**config.mk**
```make
export PLATFORM = sky130hd
export DESIGN_NAME = adsr_env
export DESIGN_NICKNAME = d
export VERILOG_FILES = /design/src/rtl/adsr_env.sv
export SDC_FILE = /design/constraint.sdc
export NUM_CORES = 1
export LEC_CHECK = 0
export ABC_AREA = 1
export CAP_MARGIN = 20
export CORE_MARGIN = 2
export CORE_UTILIZATION = 45
export DETAILED_ROUTE_END_ITERATION = 8
export GPL_ROUTABILITY_DRIVEN = 0
export GPL_TIMING_DRIVEN = 0
export PLACE_DENSITY = 0.67
export SYNTH_ARGS = -nofsm -noshare
export SYNTH_HDL_FRONTEND = slang
export SYNTH_SLANG_ARGS = --single-unit
```
**constraint.sdc**
```tcl
create_clock -name clk -period 3.71 [get_ports clk]
set_input_delay 0.742 -clock clk [delete_from_list [all_inputs] [get_ports clk]]
set_output_delay 0.742 -clock clk [all_outputs]
set_load 0.05 [all_outputs]
```
**src/rtl/adsr_env.sv**
```systemverilog
// adsr_env: four-stage ADSR envelope generator feeding a VCA control input.
// The level lives in a WIDTH+FRAC bit fixed-point accumulator; cv is its
// integer part. The stage machine advances on gate edges and sample ticks.
// Optional build macro: ADSR_EXP_RELEASE_EN selects an exponential-style
// release (decrement grows with the current level); undefined gives linear.
module adsr_env #(
  parameter int WIDTH = 8,
  parameter int FRAC  = 16
) (
  input  logic                  clk,
  input  logic                  rst_n,
  input  logic                  sample_en,
  input  logic                  gate,
  input  logic [WIDTH+FRAC-1:0] attack_rate,
  input  logic [WIDTH+FRAC-1:0] decay_rate,
  input  logic [WIDTH-1:0]      sustain_level,
  input  logic [WIDTH+FRAC-1:0] release_rate,
  output logic [WIDTH-1:0]      cv,
  output logic [2:0]            state,
  output logic                  active
);

  localparam int ACC_W = WIDTH + FRAC;

  typedef enum logic [2:0] {
    ST_IDLE    = 3'd0,
    ST_ATTACK  = 3'd1,
    ST_DECAY   = 3'd2,
    ST_SUSTAIN = 3'd3,
    ST_RELEASE = 3'd4
  } state_t;

  localparam logic [ACC_W-1:0] ACC_MAX  = {ACC_W{1'b1}};
  localparam logic [ACC_W-1:0] ACC_ZERO = {ACC_W{1'b0}};

  // Widen an accumulator-sized value by one bit so sums cannot wrap.
  function automatic logic [ACC_W:0] f_widen(input logic [ACC_W-1:0] v);
    return {1'b0, v};
  endfunction

  // Release decrement for the current level, computed one bit wide so a
  // large rate still lands in the clamp-to-zero branch.
  function automatic logic [ACC_W:0] f_release_dec(input logic [ACC_W-1:0] acc,
                                                   input logic [ACC_W-1:0] rate);
`ifdef ADSR_EXP_RELEASE_EN
    return f_widen(acc >> 3'd6) + f_widen(rate);
`else
    return f_widen(rate) + f_widen(acc & ACC_ZERO);
`endif
  endfunction

  // Stage machine and accumulator state
  state_t             r_fsm;
  logic [ACC_W-1:0]   r_acc;
  logic               r_gate_q;

  // Registered outputs, one clock behind the core state
  logic [WIDTH-1:0]   r_cv;
  logic [2:0]         r_state;
  logic               r_active;

  // Next-state combinational signals
  state_t             w_fsm_nxt;
  logic [ACC_W-1:0]   w_acc_nxt;
  logic               w_rise;
  logic               w_fall;
  logic [ACC_W-1:0]   w_sus;
  logic [ACC_W:0]     w_att_sum;
  logic [ACC_W:0]     w_dec_lim;
  logic [ACC_W:0]     w_rel_dec;
  logic               w_held;

  assign w_rise    = gate & ~r_gate_q;
  assign w_fall    = ~gate & r_gate_q;
  assign w_sus     = {sustain_level, {FRAC{1'b0}}};
  assign w_att_sum = f_widen(r_acc) + f_widen(attack_rate);
  assign w_dec_lim = f_widen(w_sus) + f_widen(decay_rate);
  assign w_rel_dec = f_release_dec(r_acc, release_rate);
  assign w_held    = (r_fsm == ST_ATTACK) || (r_fsm == ST_DECAY) ||
                     (r_fsm == ST_SUSTAIN);

  // Gate history register used for edge detection
  always_ff @(posedge clk or negedge rst_n) begin
    if (!rst_n) begin
      r_gate_q <= 1'b0;
    end else begin
      r_gate_q <= gate;
    end
  end

  // Stage and accumulator update: gate edges first, then tick arithmetic
  always_comb begin
    w_fsm_nxt = r_fsm;
    w_acc_nxt = r_acc;
    if (w_rise) begin
      // Retrigger keeps the current level; no jump to zero.
      w_fsm_nxt = ST_ATTACK;
    end else if (w_fall && w_held) begin
      w_fsm_nxt = ST_RELEASE;
    end else if (sample_en) begin
      case (r_fsm)
        ST_IDLE: begin
          w_acc_nxt = ACC_ZERO;
        end
        ST_ATTACK: begin
          if (w_att_sum >= f_widen(ACC_MAX)) begin
            w_acc_nxt = ACC_MAX;
            w_fsm_nxt = ST_DECAY;
          end else begin
            w_acc_nxt = w_att_sum[ACC_W-1:0];
          end
        end
        ST_DECAY: begin
          if (f_widen(r_acc) <= w_dec_lim) begin
            w_acc_nxt = w_sus;
            w_fsm_nxt = ST_SUSTAIN;
          end else begin
            w_acc_nxt = r_acc - decay_rate;
          end
        end
        ST_SUSTAIN: begin
          // Follows live changes of sustain_level on every tick.
          w_acc_nxt = w_sus;
        end
        ST_RELEASE: begin
          if (f_widen(r_acc) <= w_rel_dec) begin
            w_acc_nxt = ACC_ZERO;
            w_fsm_nxt = ST_IDLE;
          end else begin
            // Here the decrement is below acc, so its top bit is clear.
            w_acc_nxt = r_acc - w_rel_dec[ACC_W-1:0];
          end
        end
        default: begin
          w_acc_nxt = ACC_ZERO;
          w_fsm_nxt = ST_IDLE;
        end
      endcase
    end else begin
      w_fsm_nxt = r_fsm;
      w_acc_nxt = r_acc;
    end
  end

  // Core state registers
  always_ff @(posedge clk or negedge rst_n) begin
    if (!rst_n) begin
      r_fsm <= ST_IDLE;
      r_acc <= ACC_ZERO;
    end else begin
      r_fsm <= w_fsm_nxt;
      r_acc <= w_acc_nxt;
    end
  end

  // Output registers: publish the core state one clock later
  always_ff @(posedge clk or negedge rst_n) begin
    if (!rst_n) begin
      r_cv     <= {WIDTH{1'b0}};
      r_state  <= 3'd0;
      r_active <= 1'b0;
    end else begin
      r_cv     <= r_acc[ACC_W-1:FRAC];
      r_state  <= r_fsm;
      r_active <= (r_fsm != ST_IDLE);
    end
  end

  assign cv     = r_cv;
  assign state  = r_state;
  assign active = r_active;

endmodule

```
==> impl_metrics.tcl <==
set metrics [dict create \
    drtIter0Drc 624 \
    wl_per_cell_um 14.50 \
    critPathMaxFanout 4 \
    hold_path.class "reg2reg" \
    cts.sinks 40 \
    htreeDepth 2 \
    drv_cap 0 \
    drive_above_1_share_pct 6.461 \
    utilization_pct 55.99 \
    start_util_pct 46.02 \
    cts_buffer_depth 2 \
    fin_nets 1536 \
    drt_first_pass_iters 6 \
    track_usage_pct 26.03 \
    crit_path_end_kind "flip-flop" \
    clkLatencyLatePin_ps 290 \
    numCtsBuffers 5 \
    grt_overflow 0 \
    rr_worst_depth 19 \
    hpwl_mm 19.62 \
    min_path_cells 0 \
    syn_nets 1426 \
    path_class "in2reg" \
    boundaryPins 96 \
    via_per_inst 5.112 \
    outcome "finished, final reports clean" \
    grt_max_degree 41 \
    dp.cells 1562 \
    antenna_found_initial 0 \
    crit_path_start_kind "input pin" \
    power_density_nw_per_um2 648.7 \
    drv_slew 0 \
    synth_seq_cells 40 \
    arrival_ps 3730 \
    synth_top_cell_by_area "nand2_1" \
    dieArea_um2 17280 \
    drtAntennaViolNets 0 \
    fin_crit_sh_pct 95.80 \
    vias 8067 \
    wirelength_mm 22.88 \
    grt_pass1_vias 7551 \
    num-fill-cells 1681 \
    rows 46 \
    rsz0062_at_grt "true" \
    syn-cell-area_um2 7311 \
    syn_avg_cell_area_um2 5.844 \
    tns_ps 0 \
    place_ws_ps -806.2 \
    drc_errors 0 \
    worst_pin_slew_ps 828.0 \
    path_clk_slew_ps 60 \
    die_x_um 131.5 \
    required_ps 3880 \
    synth_cell_type_count 40 \
    diodes 0 \
    numPortBuffers 95 \
    areaGrowthSynthToFinish_pct 21.65 \
    reg2reg_slack_ps 570 \
    grt_pass1_wl_mm 36.65 \
    max-vdd-ir-drop_uv 271.0 \
    cts-root-buf "clkbuf_16" \
    yosys_warnings 0 \
    fmax_ghz 0.2814 \
    p_leak_nw 4.988 \
    synthTopCellsByArea "nand2_1 (21%), ha_1 (15%), dfrtp_1 (14%)" \
    slew_headroom_pct 44.80 \
    p_total_mw 5.769 \
    yosysSeqAreaShare_pct 13.69 \
    die_h_um 131.5 \
    fin_crit_ps 3554 \
    coreArea_um2 15890 \
    worst_slack_ps 155.8 \
    cts_tree "yes" \
    cts_hold_buffers 0 \
    finClkSkew_ps 11.55 \
    synth_cells 1251 \
    fin_cells 1578 \
    hold_violations 0 \
    yosysTopAreaCellShare_pct 20.79 \
    setup_viol 0 \
]
[where the power goes]
group / leakage [nW] / switching, mW / total (mW) / internal (mW)
sequential: 0.531 / 0.290 / 0.886 / 0.595
clock: 0.0871 / 0.167 / 0.503 / 0.336
combinational: 4.37 / 2.77 / 4.38 / 1.61
[state kept, by name, indices dropped and copies added (netlist names)]
name / flops
state: 3
cv: 8
r_fsm: 3
r_gate_q: 1
r_acc: 24
active: 1
[worst paths after layout]
| kind | start | to |
|---|---|---|
| worst max register to register | r_acc[0]$_DFFE_PN0P_ | r_acc[14]$_DFFE_PN0P_ |
| min in group asynchronous | rst_n | r_acc[3]$_DFFE_PN0P_ |
| worst max-delay path | sustain_level[2] | r_acc[18]$_DFFE_PN0P_ |
| worst min-delay path | r_fsm[1]$_DFFE_PN0P_ | state[1]$_DFF_PN0_ |
| worst min register to register | r_fsm[1]$_DFFE_PN0P_ | state[1]$_DFF_PN0_ |
| max in group asynchronous | rst_n | cv[5]$_DFF_PN0_ |
[metal layers]
metal | vias to the layer above | part of all wire (%) | GRT usage [%]
met1 | 3482 | 46 | 35.25
li1 | 4275 | - | -
met2 | 268 | 46 | 44.27
met5 | - | 0 | 0
met3 | 42 | 5.2 | 1.505
met4 | 0 | 2.8 | 8.514
[layout by cell type (no fill, tap or decap), drive strengths merged, types with 8 or more instances in the layout]
master | netlist | final
nand2 | 411 | 411
inv | 207 | 207
nand3 | 109 | 109
nor2 | 100 | 100
a21oi | 91 | 91
ha | 87 | 87
clkdlybuf4s50 | 0 | 86
dfrtp | 40 | 40
o21ai | 40 | 40
xor2 | 23 | 23
buf | 14 | 23
nor3 | 21 | 21
xnor2 | 20 | 20
nand4 | 20 | 20
o21bai | 15 | 15
a21o | 10 | 10
nand3b | 10 | 10
or2 | 8 | 8
clkbuf | 0 | 8
[through the flow]
step / hold WS (ps) / area [µm²]
after CTS: 490.0 / 8813
after global placement: 445.1 / 8532
final: 483.5 / 8894
after global routing: 498.6 / 8894
after floorplan: 414.5 / 7311
after detailed placement: 470.4 / 8527
[Yosys cell counts]
cell and count:
ha_1 87, xor2_1 23, nor2_1 93, nor4_1 4
nor3_1 18, o21a_1 1, nand3b_1 10, o211ai_1 1
a21oi_1 89, nor3_2 3, o31ai_1 1, nand3_2 4
nand3_1 105, or2_2 7, nand2_2 6, inv_2 2
buf_2 11, a31oi_1 4, and2_1 1, a21oi_2 2
a221oi_1 1, nor2_2 5, fa_1 4, o21bai_1 15
buf_6 2, or2_1 1, dfrtp_1 40, o22ai_1 3
nor2_4 2, nand4_1 20, xnor2_1 20, o21ai_0 36
inv_1 205, nand2_1 405, a21o_1 10, o21ai_1 1
a22oi_1 2, o21ai_2 3, buf_4 1, a211oi_1 3
[layout make-up]
type / instances / area, µm² / share of cell area [%]
well taps: 216 / 270.3 / 3.039
inverters: 207 / 777.0 / 8.737
repair buffers: 103 / 1008 / 11.34
clock inverters: 2 / 38.79 / 0.4361
plain buffers: 14 / 95.09 / 1.069
clock buffers: 6 / 138.9 / 1.562
multi-input cells: 990 / 5564 / 62.56
flip-flops and latches: 40 / 1001 / 11.25
[critical path, stage by stage]
cell           delay, ps
dlygate4sd2_1        300
ha_4                 250
a21oi_2              130
nand2_2               80
a21oi_2              170
o21ai_2              100
a21oi_2              160
o21ai_2               70
xor2_1               140
ha_1                 340
nand4_1              120
nor3_2               270
nand3_2              160
buf_6                170
a21oi_1              140
nor2_1                60
nor2_1               130
nand2_1               70
nand2_1               60
nand2_1               50
[cell families (layout without fill, tap and decap cells)]
family	Yosys count	count (layout)	share of synthesized area, %
AOI/OAI and AO/OA	172	172	13.33
DFF	40	40	13.69
xor gates and xnor gates	43	43	5.151
buffers and inverters	221	332	11.79
and+or+nand+nor	684	684	40.05
adders and majority gates	91	91	15.98
[repair_timing]
action | 4_1_cts | 5_1_grt
resized for setup | 23 | 23
pin swaps | 9 | 15
setup buffers | 5 | 2
gates cloned | 1 | 0
endpoints found under the setup margin | 27 | 27
No activity file was read; power rests on OpenSTA's default activity.
